`src/rtl/right_shift_seq_pkg.sv`:
```
// Shared widths, shift-op encodings and FSM states for the multi-cycle right shifter.
package right_shift_seq_pkg;

    localparam int unsigned XLEN    = 32;
    localparam int unsigned SHAMT_W = 5;
    // Wide enough to hold any per-cycle shift amount up to XLEN.
    localparam int unsigned K_W     = $clog2(XLEN + 1);

    // funct7 bit 5 distinguishes SRA/SRAI (1) from SRL/SRLI (0).
    localparam int unsigned FUNCT7_ARITH_BIT = 5;
    localparam logic        OP_SRL = 1'b0;
    localparam logic        OP_SRA = 1'b1;

    typedef enum logic [1:0] {
        RS_IDLE  = 2'd0,
        RS_SHIFT = 2'd1,
        RS_DONE  = 2'd2
    } rs_state_e;

endpackage

```
`src/rtl/right_shift_step.sv`:
```
// One combinational shift step: data >> k, vacated bits filled with fill.
module right_shift_step
    import right_shift_seq_pkg::*;
(
    input  logic [XLEN-1:0] data,
    input  logic [K_W-1:0]  k,
    input  logic            fill,
    output logic [XLEN-1:0] y
);

    logic signed [XLEN:0] ext;

    // Prepending the fill bit lets a single arithmetic shift cover both SRL and SRA.
    assign ext = {fill, data};
    assign y   = XLEN'(ext >>> k);

endmodule

```
`src/rtl/right_shift_seq.sv`:
```
// Multi-cycle RV32 right shifter (SRL/SRA), at most STEP bits per cycle, valid/ready on both sides.
module right_shift_seq
    import right_shift_seq_pkg::*;
#(
    parameter int unsigned STEP = 4
) (
    input  logic               clk,
    input  logic               rst_n,
    input  logic               flush,
    input  logic               in_valid,
    output logic               in_ready,
    input  logic [XLEN-1:0]    in_a,
    input  logic [SHAMT_W-1:0] in_shamt,
    input  logic               in_arith,
    output logic               out_valid,
    input  logic               out_ready,
    output logic [XLEN-1:0]    out_y
);

    rs_state_e          state, state_nxt;
    logic [XLEN-1:0]    data, data_nxt;
    logic [SHAMT_W-1:0] cnt, cnt_nxt;
    logic               fill, fill_nxt;
    logic [K_W-1:0]     k;
    logic [XLEN-1:0]    step_y;

    // Bits to shift this cycle: a full STEP, or whatever remains.
    assign k = (K_W'(cnt) >= K_W'(STEP)) ? K_W'(STEP) : K_W'(cnt);

    right_shift_step u_step (
        .data (data),
        .k    (k),
        .fill (fill),
        .y    (step_y)
    );

    assign in_ready  = (state == RS_IDLE);
    assign out_valid = (state == RS_DONE);
    assign out_y     = data;

    // State register.
    always_ff @(posedge clk) begin
        if (!rst_n) begin
            state <= RS_IDLE;
        end else begin
            state <= state_nxt;
        end
    end

    // Datapath registers.
    always_ff @(posedge clk) begin
        if (!rst_n) begin
            data <= '0;
            cnt  <= '0;
            fill <= 1'b0;
        end else begin
            data <= data_nxt;
            cnt  <= cnt_nxt;
            fill <= fill_nxt;
        end
    end

    // Next-state and datapath update; flush aborts without touching data/cnt.
    always_comb begin
        state_nxt = state;
        data_nxt  = data;
        cnt_nxt   = cnt;
        fill_nxt  = fill;
        if (flush) begin
            state_nxt = RS_IDLE;
        end else begin
            case (state)
                RS_IDLE: begin
                    if (in_valid) begin
                        data_nxt  = in_a;
                        cnt_nxt   = in_shamt;
                        fill_nxt  = in_arith & in_a[XLEN-1];
                        state_nxt = (in_shamt == '0) ? RS_DONE : RS_SHIFT;
                    end
                end
                RS_SHIFT: begin
                    data_nxt = step_y;
                    cnt_nxt  = cnt - SHAMT_W'(k);
                    if (cnt == SHAMT_W'(k)) begin
                        state_nxt = RS_DONE;
                    end
                end
                RS_DONE: begin
                    if (out_ready) begin
                        state_nxt = RS_IDLE;
                    end
                end
                default: begin
                    state_nxt = RS_IDLE;
                end
            endcase
        end
    end

endmodule

```
`config.mk`:
```
export PLATFORM = sky130hd
export DESIGN_NAME = right_shift_seq
export DESIGN_NICKNAME = d
export VERILOG_FILES = /design/src/rtl/right_shift_seq_pkg.sv /design/src/rtl/right_shift_step.sv /design/src/rtl/right_shift_seq.sv
export SDC_FILE = /design/constraint.sdc
export NUM_CORES = 1
export LEC_CHECK = 0
export ABC_AREA = 0
export CORE_MARGIN = 2
export CORE_UTILIZATION = 50
export DETAILED_ROUTE_END_ITERATION = 10
export PLACE_DENSITY = 0.81
export SETUP_SLACK_MARGIN = 0.3
export SYNTH_ARGS = -nofsm -noshare
export SYNTH_HDL_FRONTEND = slang
export SYNTH_SLANG_ARGS = --single-unit
```
`constraint.sdc`:
```
create_clock -name clk -period 5.3 [get_ports clk]
set_clock_uncertainty 0.05 [all_clocks]
set_input_delay 1.06 -clock clk [delete_from_list [all_inputs] [get_ports clk]]
set_output_delay 1.06 -clock clk [all_outputs]
set_load 0.02 [all_outputs]
```
Word level (Yosys, flattened, before mapping)
Cells that the tools add are included.

word-level totals
  output and inout bits = 34
  register bits = 40
  logic and storage cells = 33
  input bits = 43

operators by class
  $lt $le $gt $ge = 1
  shift operators = 1
  muxes and demuxes = 10
  add/sub/neg operators = 1
  bitwise gates (word level) = 3
  reductions and logical operators = 7
  eq/ne operators = 6

operators by type and width
  kind                  count
  $pmux W32 S2          1
  $sshr A33 B5 Y32      1
  $mux W32              1
  $mux W5               2
  $pmux W5 S2           1
  $reduce_and A3 Y1     3
  $mux W2               4
  $pmux W2 S3           1
  $eq A5 B5 Y1          1
  $ge A5 B3 Y1 const B  1
  $logic_not A5 Y1      1
  $sub A5 B5 Y5         1
  $ne A2 B2 Y1 const B  2
  $eq A2 B1 Y1 const B  1
  $eq A2 B2 Y1 const B  1
  $logic_not A2 Y1      1
  $ne A2 B1 Y1 const B  1
  $not A1 Y1            2
  $reduce_bool A2 Y1    1
  $reduce_or A2 Y1      1
  $and A1 B1 Y1         1

Depth between registers and ports, before layout
Gate-level depths: netlist of the first run.

  depth after elaboration = 5
  mapped depth = 11
  gate-level depth less buffers = 8

By module
Synthesis of the first run repeated with hierarchy kept, for this count alone.

unflattened totals
  cell total of the unflattened synthesis = 514
  area, all modules = 4254.1 um2

by module, submodules not included
  module            sequential area each (um2)  instances  area an instance (um2)  cells an instance
  right_shift_step  0.0                         1          2257.2                  264
  right_shift_seq   800.8                       1          1996.9                  250

Least setup slack after synthesis of the first run
Ideal clock, no wire load.

  path type = input to register
  start point = input port flush
  end point = register data[18], in the netlist out_y[18]
  setup time = 122 ps
  arrival time = 2157 ps
  cell stages on the path = 6
  data required time = 5128 ps
  buffers on the path = 2
  slack = 2971 ps
  cell sequence = nor2_1 o21ai_0 clkbuf_1 clkbuf_1 a211oi_1 a21oi_1

between the ends
  word-level cells in the longest chain between the ends = 2

ends and longest elaborated chain
  item                                line                   RTL
  start, declared                     right_shift_seq.sv:9   input logic flush,
  $not A1 Y1 (no source line)         n/a
  $reduce_and A3 Y1 (no source line)  n/a
  end signal, assigned                right_shift_seq.sv:57  data <= data_nxt;
  end, declared                       right_shift_seq.sv:21  logic [XLEN-1:0] data, data_nxt;

No other way between the ends.
A chain may end at the register's enable or synchronous reset.

Final worst setup path of the first run
  start point = input port flush
  end point = register data[1], in the netlist out_y[1]

Same word-level chain as after synthesis.

==> reports/results.tsv, run 1 <==
metric	value	unit
max-cap-violations	0	
pin_count	77	
critPathArrivalTime	3130	ps
synth-edff-count	0	
num_antenna_cells	0	
syn-cell-area	3150	um^2
wl_per_cell	18.2	um
ys_seq_area_share	25.4	%
crit_fanout	20	
synth_warnings	0	
worst_slack	2300	ps
p_comb_share	32.9	%
syn_area_per_cell	7.72	um^2
power_switching	306	uW
portBuffers	76	
rr_startpoint	cnt[2]$_SDFFE_PN0P_	
ant_nets	0	
slew_viol_final	0	
min_from	fill$_SDFFE_PN0P_	
rsz0062_at_grt	false	
max-slew-margin-rel	35.0	%
hold_viol_final	0	
worstSetupStartpointType	input pin	
hold_depth	2	
gp_congestion	0.867	
drc	0	
cellInternalPower	571	uW
grt_pass1_wl	15800	um
post-place-ws	2070	ps
areaGrowthSynthToFinish	24.0	%
pwr-share-clk	25.6	%
drive_gt1_share	8.97	%
outcome	completed	
num_rows	28	
post_cts_resized	0	
crit_required	5430	ps
cts_tree	yes	
numCtsBuffers	5	
core_area	5990	um^2
ir_drop	0.146	mV
powerDensity	225	nW/um^2
die_y	83.4	um
holdBufCountCts	0	
cpLargestDelayFamily	compound AO/OA/AOI/OAI gates	
max_freq	333	MHz
grt_overflow	0	
cpPeakStageDelay	460	ps
criticalPathCategory	in -> reg	
end_kind	register	
r2r_end	out_y[15]$_SDFFE_PN0P_	
vias_per_cell	6.48	
reg2reg_slack	2740	ps
drtIter0Drc	484	
vias	3450	
worst_path_max_delay_cell	clkdlybuf4s50_1	
setup_viol	0	
reg2reg_depth	6	
min_period_over_period	56.7	%
switching_share	34.9	%
syn-num-nets	453	
insertion_delay	300	ps
fin_nets	502	
power.leakage	0.00130	uW
ys_types	55	
async_reset_ff_share	0	%
ctsHtreeMaxLevel	2	
worstHoldEndpoint	fill$_SDFFE_PN0P_	
drt_wl_total	9680	um
min_path_type	reg -> reg	
clk_pin_slew	70	ps
clockRootBuffer	clkbuf_8	
die-area	6950	um^2
numClockSinks	40	
cp_num_buf_inv	2	
post_cts_buffers	0	
grt_max_degree	45	
cts_max_path_buffers	2	
initial_core_util	52.6	%
dominantRegCellSynth	dfxtp_1	
dr.pass1.iters	5	
dp_hpwl	6430	um
utilization	65.2	%
path_cells	clkdlybuf4s50_1 -> nor2_1 -> o21ai_2 -> buf_4 -> o21a_1 -> a211oi_1 -> a21oi_1	
tightest_slew	974	ps
grt_pass1_vias	3257	
antenna_found_initial	0	
period_needed	3000	ps
seq_power_share	41.5	%
fill_cells	519	
grt.total_usage	27.2	%
die_x	83.4	um
synth_cells	408	
synth_seq_cells	40	
fin_setup_tns	0	ps
through the flow:
stage / power [uW] / hold slack, ps / std cells / instance area (um^2)
after floorplan: 550 / 415 / 408 / 3150
after global placement: 647 / 465 / 525 / 3810
after detailed placement: 654 / 489 / 525 / 3810
after CTS: 877 / 499 / 532 / 3900
after global routing: 919 / 531 / 532 / 3900
final: 877 / 505 / 532 / 3900
layout by cell type (no fill, tap or decap), types with 2 or more instances in the layout:
| cell | count |
|---|---|
| and3_1 | 2 |
| a21oi_1 | 45 |
| inv_1 | 3 |
| buf_4 | 8 |
| or3_1 | 2 |
| nor2_1 | 24 |
| nand2b_1 | 3 |
| nand2_1 | 54 |
| conb_1 | 2 |
| mux2_2 | 3 |
| nor3_1 | 6 |
| o21a_1 | 3 |
| o2111ai_1 | 3 |
| mux4_2 | 2 |
| o221ai_1 | 8 |
| clkbuf_8 | 7 |
| o221a_2 | 13 |
| mux2_1 | 2 |
| o21ai_0 | 50 |
| clkdlybuf4s50_1 | 76 |
| ha_1 | 2 |
| dfxtp_1 | 40 |
| a211oi_2 | 2 |
| a31oi_1 | 6 |
| mux4_1 | 2 |
| o211ai_1 | 12 |
| a211oi_1 | 6 |
| nor2b_1 | 8 |
| mux2i_1 | 22 |
| nand3_1 | 13 |
| a311oi_1 | 2 |
| o2bb2ai_1 | 3 |
cells by family after synthesis:
logic type,synth area share [%]
compound gates,34.2
simple gates,18.3
buf+inv,8.90
flops,25.4
mux,11.9
fa+ha+maj,0.794
other cells,0.238
xor+xnor,0.278
power groups by stage:
| stage | Sequential (uW) | Clock (uW) | Combinational, uW |
|---|---|---|---|
| finish | 364 | 225 | 289 |
| global route | 367 | 240 | 313 |
| CTS | 362 | 229 | 286 |
| detailed placement | 369 | 0 | 284 |
| global placement | 369 | 0 | 279 |
| floorplan | 373 | 0 | 177 |
sequential cells by signal, indices dropped and copies added, names as in the netlist:
name / flops
out_y: 32
state: 2
fill: 1
cnt: 5
final cells by class:
type                            count  area [um^2]  share of cell area [%]
Clock buffer                        7         96.3                    2.47
Inverter                            3         11.3                   0.288
Multi-Input combinational cell    323         2080                    53.3
Sequential cell                    40          801                    20.5
Tap cell                           75         93.8                    2.40
Timing Repair Buffer               84          821                    21.0
worst max path at each step:
| stage | startpoint | depth (start not counted) | end |
|---|---|---|---|
| 6_report | flush | 7 | out_y[1]$_SDFFE_PN0P_ |
| 4_1_cts | flush | 7 | out_y[1]$_SDFFE_PN0P_ |
| 3_5_place_dp | flush | 7 | out_y[1]$_SDFFE_PN0P_ |
| 5_1_grt | flush | 7 | out_y[1]$_SDFFE_PN0P_ |
| 3_3_place_gp | flush | 7 | out_y[0]$_SDFFE_PN0P_ |
| 2_1_floorplan | flush | 6 | out_y[18]$_SDFFE_PN0P_ |
cell usage after synthesis, drive strengths merged, types with 9 or more instances:
cell / instances / area, um^2
nand2: 54 / 203
o21ai: 52 / 260
a21oi: 45 / 225
dfxtp: 40 / 801
clkbuf: 31 / 186
nor2: 24 / 90.1
mux2i: 22 / 220
nand3: 13 / 65.1
o221a: 13 / 146
o211ai: 12 / 90.1
buf: 11 / 82.6
nor2b: 9 / 56.3
tightest hold or removal path, delay by kind of cell (launching register included):
| family | cells | cell delay, ps |
|---|---|---|
| DFF | 1 | 370 |
| AOI/OAI and AO/OA | 1 | 50 |
| and+or+nand+nor | 1 | 90 |
per-layer routing:
metal | share of wire, % | wire length, um | GRT usage (%)
met3 | 9.4 | 909 | 4.08
met5 | 0 | 0 | 0
met2 | 47 | 4560 | 43.8
met4 | 2.0 | 191 | 10.6
met1 | 42 | 4030 | 36.5
Note: power is estimated with default switching activity, not from simulation.
==> run 2: changes to the inputs <==
- CORE_UTILIZATION: 50 -> 46
- PLACE_DENSITY: 0.81 -> 0.78
- clock period: 5.3 -> 2.63 ns (I/O delays scaled with it)
==> run 2 against run 1 <==
Final area grew 3.7%; sequential share of layout area decreased by 0.69 points; hold slack lost 3.8 ps; count of clock-buffer cells in the layout down 2; critical path depth decreased by 4; first-iteration DRC count down 33%; wire length up 2.8%; clock power rose by 130%; total power grew 110%; register-to-register slack got worse by 2200 ps; critical path type is now reg -> out; critical endpoint is now out_valid.
==> reports/results.tsv, run 2 (synthesis results as in run 1) <==
metric	value	unit	change
outcome	completed		
portBuffers	76		unchanged
numCtsBuffers	5		unchanged
largest_reg_flops	32		unchanged
max-slew-margin-rel	43.9	%	+8.8 points
dp.cells	546		+4.0%
drive_gt1_share	12.4	%	+3.5 points
end_kind	output port		
areaGrowthSynthToFinish	28.5	%	
dr.pass1.iters	7		+2
min_path_type	reg -> reg		
wl_per_cell	18.0	um	-1.3%
ctsHtreeMaxLevel	2		unchanged
critPathArrivalTime	1620	ps	-1510 ps
initial_core_util	46.9	%	-5.7 points
grt_max_degree	31		-31%
rsz0062_at_grt	false		
crit_required	2050	ps	-3380 ps
fin_cells	554		+4.1%
gp_congestion	0.936		+7.9%
pin_count	77		unchanged
layout_commonest_cell	clkdlybuf4s50_1		
fin_hold_ws	501	ps	-3.83 ps
fin_setup_tns	0	ps	unchanged
ir_drop	0.206	mV	+42%
power.leakage	0.00138	uW	+6.4%
min_period_over_period	83.4	%	
vias_per_cell	6.41		-1.2%
insertion_delay	310	ps	about the same
die-area	7520	um^2	+8.3%
hold_viol_final	0		unchanged
grt_pass1_wl	16400	um	+3.5%
die_y	86.7	um	+4.0%
dp_hpwl	6970	um	+8.5%
max_freq	456	MHz	
cts_max_path_buffers	2		unchanged
tightest_slew	842	ps	-133 ps
numClockSinks	40		unchanged
criticalPathCategory	reg -> out		
grt.total_usage	26.8	%	-0.41 points
setup_viol	0		unchanged
drc	0		unchanged
max-cap-violations	0		unchanged
die_x	86.7	um	+4.0%
cts_tree	yes		
num_rows	30		+7.1%
antenna_found_initial	0		unchanged
utilization	60.2	%	-4.9 points
vias	3549		+2.9%
slew_viol_final	0		unchanged
worstSetupStartpointType	register		
period_needed	2190	ps	
drt_wl_total	9950	um	+2.8%
final_cell_mix	clkdlybuf4s50_1 (76), nand2_1 (54), o21ai_0 (50), a21oi_1 (45), dfxtp_1 (39)		
powerDensity	462	nW/um^2	+110%
num_antenna_cells	0		unchanged
ant_nets	0		unchanged
clk_pin_slew	80	ps	about the same
core_area	6720	um^2	+12%
drtIter0Drc	322		-33%
fin_nets	518		+3.2%
clockRootBuffer	clkbuf_8		
crit_fanout	7		-65%
grt_overflow	0		unchanged
grt_pass1_vias	3315		+1.8%
## run 2: area by class of cell
class | instances | area [um^2]
clock buffers | 5 | 68.8
clock inverters | 3 | 42.5
fillers | 598 | 2670
repair buffers | 100 | 941
multi-input cells | 323 | 2080
flip-flops and latches | 40 | 802
inverters | 3 | 11.3
well taps | 80 | 100
## run 2: power breakdown
group	total, uW	switching, uW	internal (uW)
Clock	522	241	281
Sequential	734	85.1	649
Combinational	613	321	292
Total	1870	647	1220
## run 2: stage by stage
step	total power, uW	instance area, um^2	setup WS (ps)
3_5_place_dp	1350	3930	241
5_1_grt	1950	4050	358
2_1_floorplan	1110	3150	719
4_1_cts	1850	4050	380
3_3_place_gp	1330	3930	333
6_report	1870	4050	435
## run 2: per-layer routing
layer | vias up | wire length (um) | track usage, %
met2 | 217 | 4720 | 41.9
met4 | 0 | 161 | 8.81
met3 | 22 | 816 | 3.81
li1 | 1653 | - | -
met1 | 1657 | 4260 | 37.9
met5 | - | 0 | 0
## run 2: what timing repair did
item                       4_1_cts  5_1_grt
resized for setup                0        1
hold buffers                     0        0
setup endpoints to repair        0        1
buffers inserted                 0        0
hold endpoints to repair         0        0
## run 2: worst paths after layout
check | from | to | slack, ps | cells past startpoint
worst min-delay path | fill$_SDFFE_PN0P_ | fill$_SDFFE_PN0P_ | 500 | 2
worst max register to register | cnt[2]$_SDFFE_PN0P_ | out_y[1]$_SDFFE_PN0P_ | 510 | 5
worst max-delay path | state[1]$_SDFFE_PP0P_ | out_valid | 440 | 3
worst min register to register | fill$_SDFFE_PN0P_ | fill$_SDFFE_PN0P_ | 500 | 2
## run 2: critical path, cell delays in order (launching register included)
cell and delay (ps):
dfxtp_1 480, inv_1 120, nor2_1 100, clkdlybuf4s50_1 610
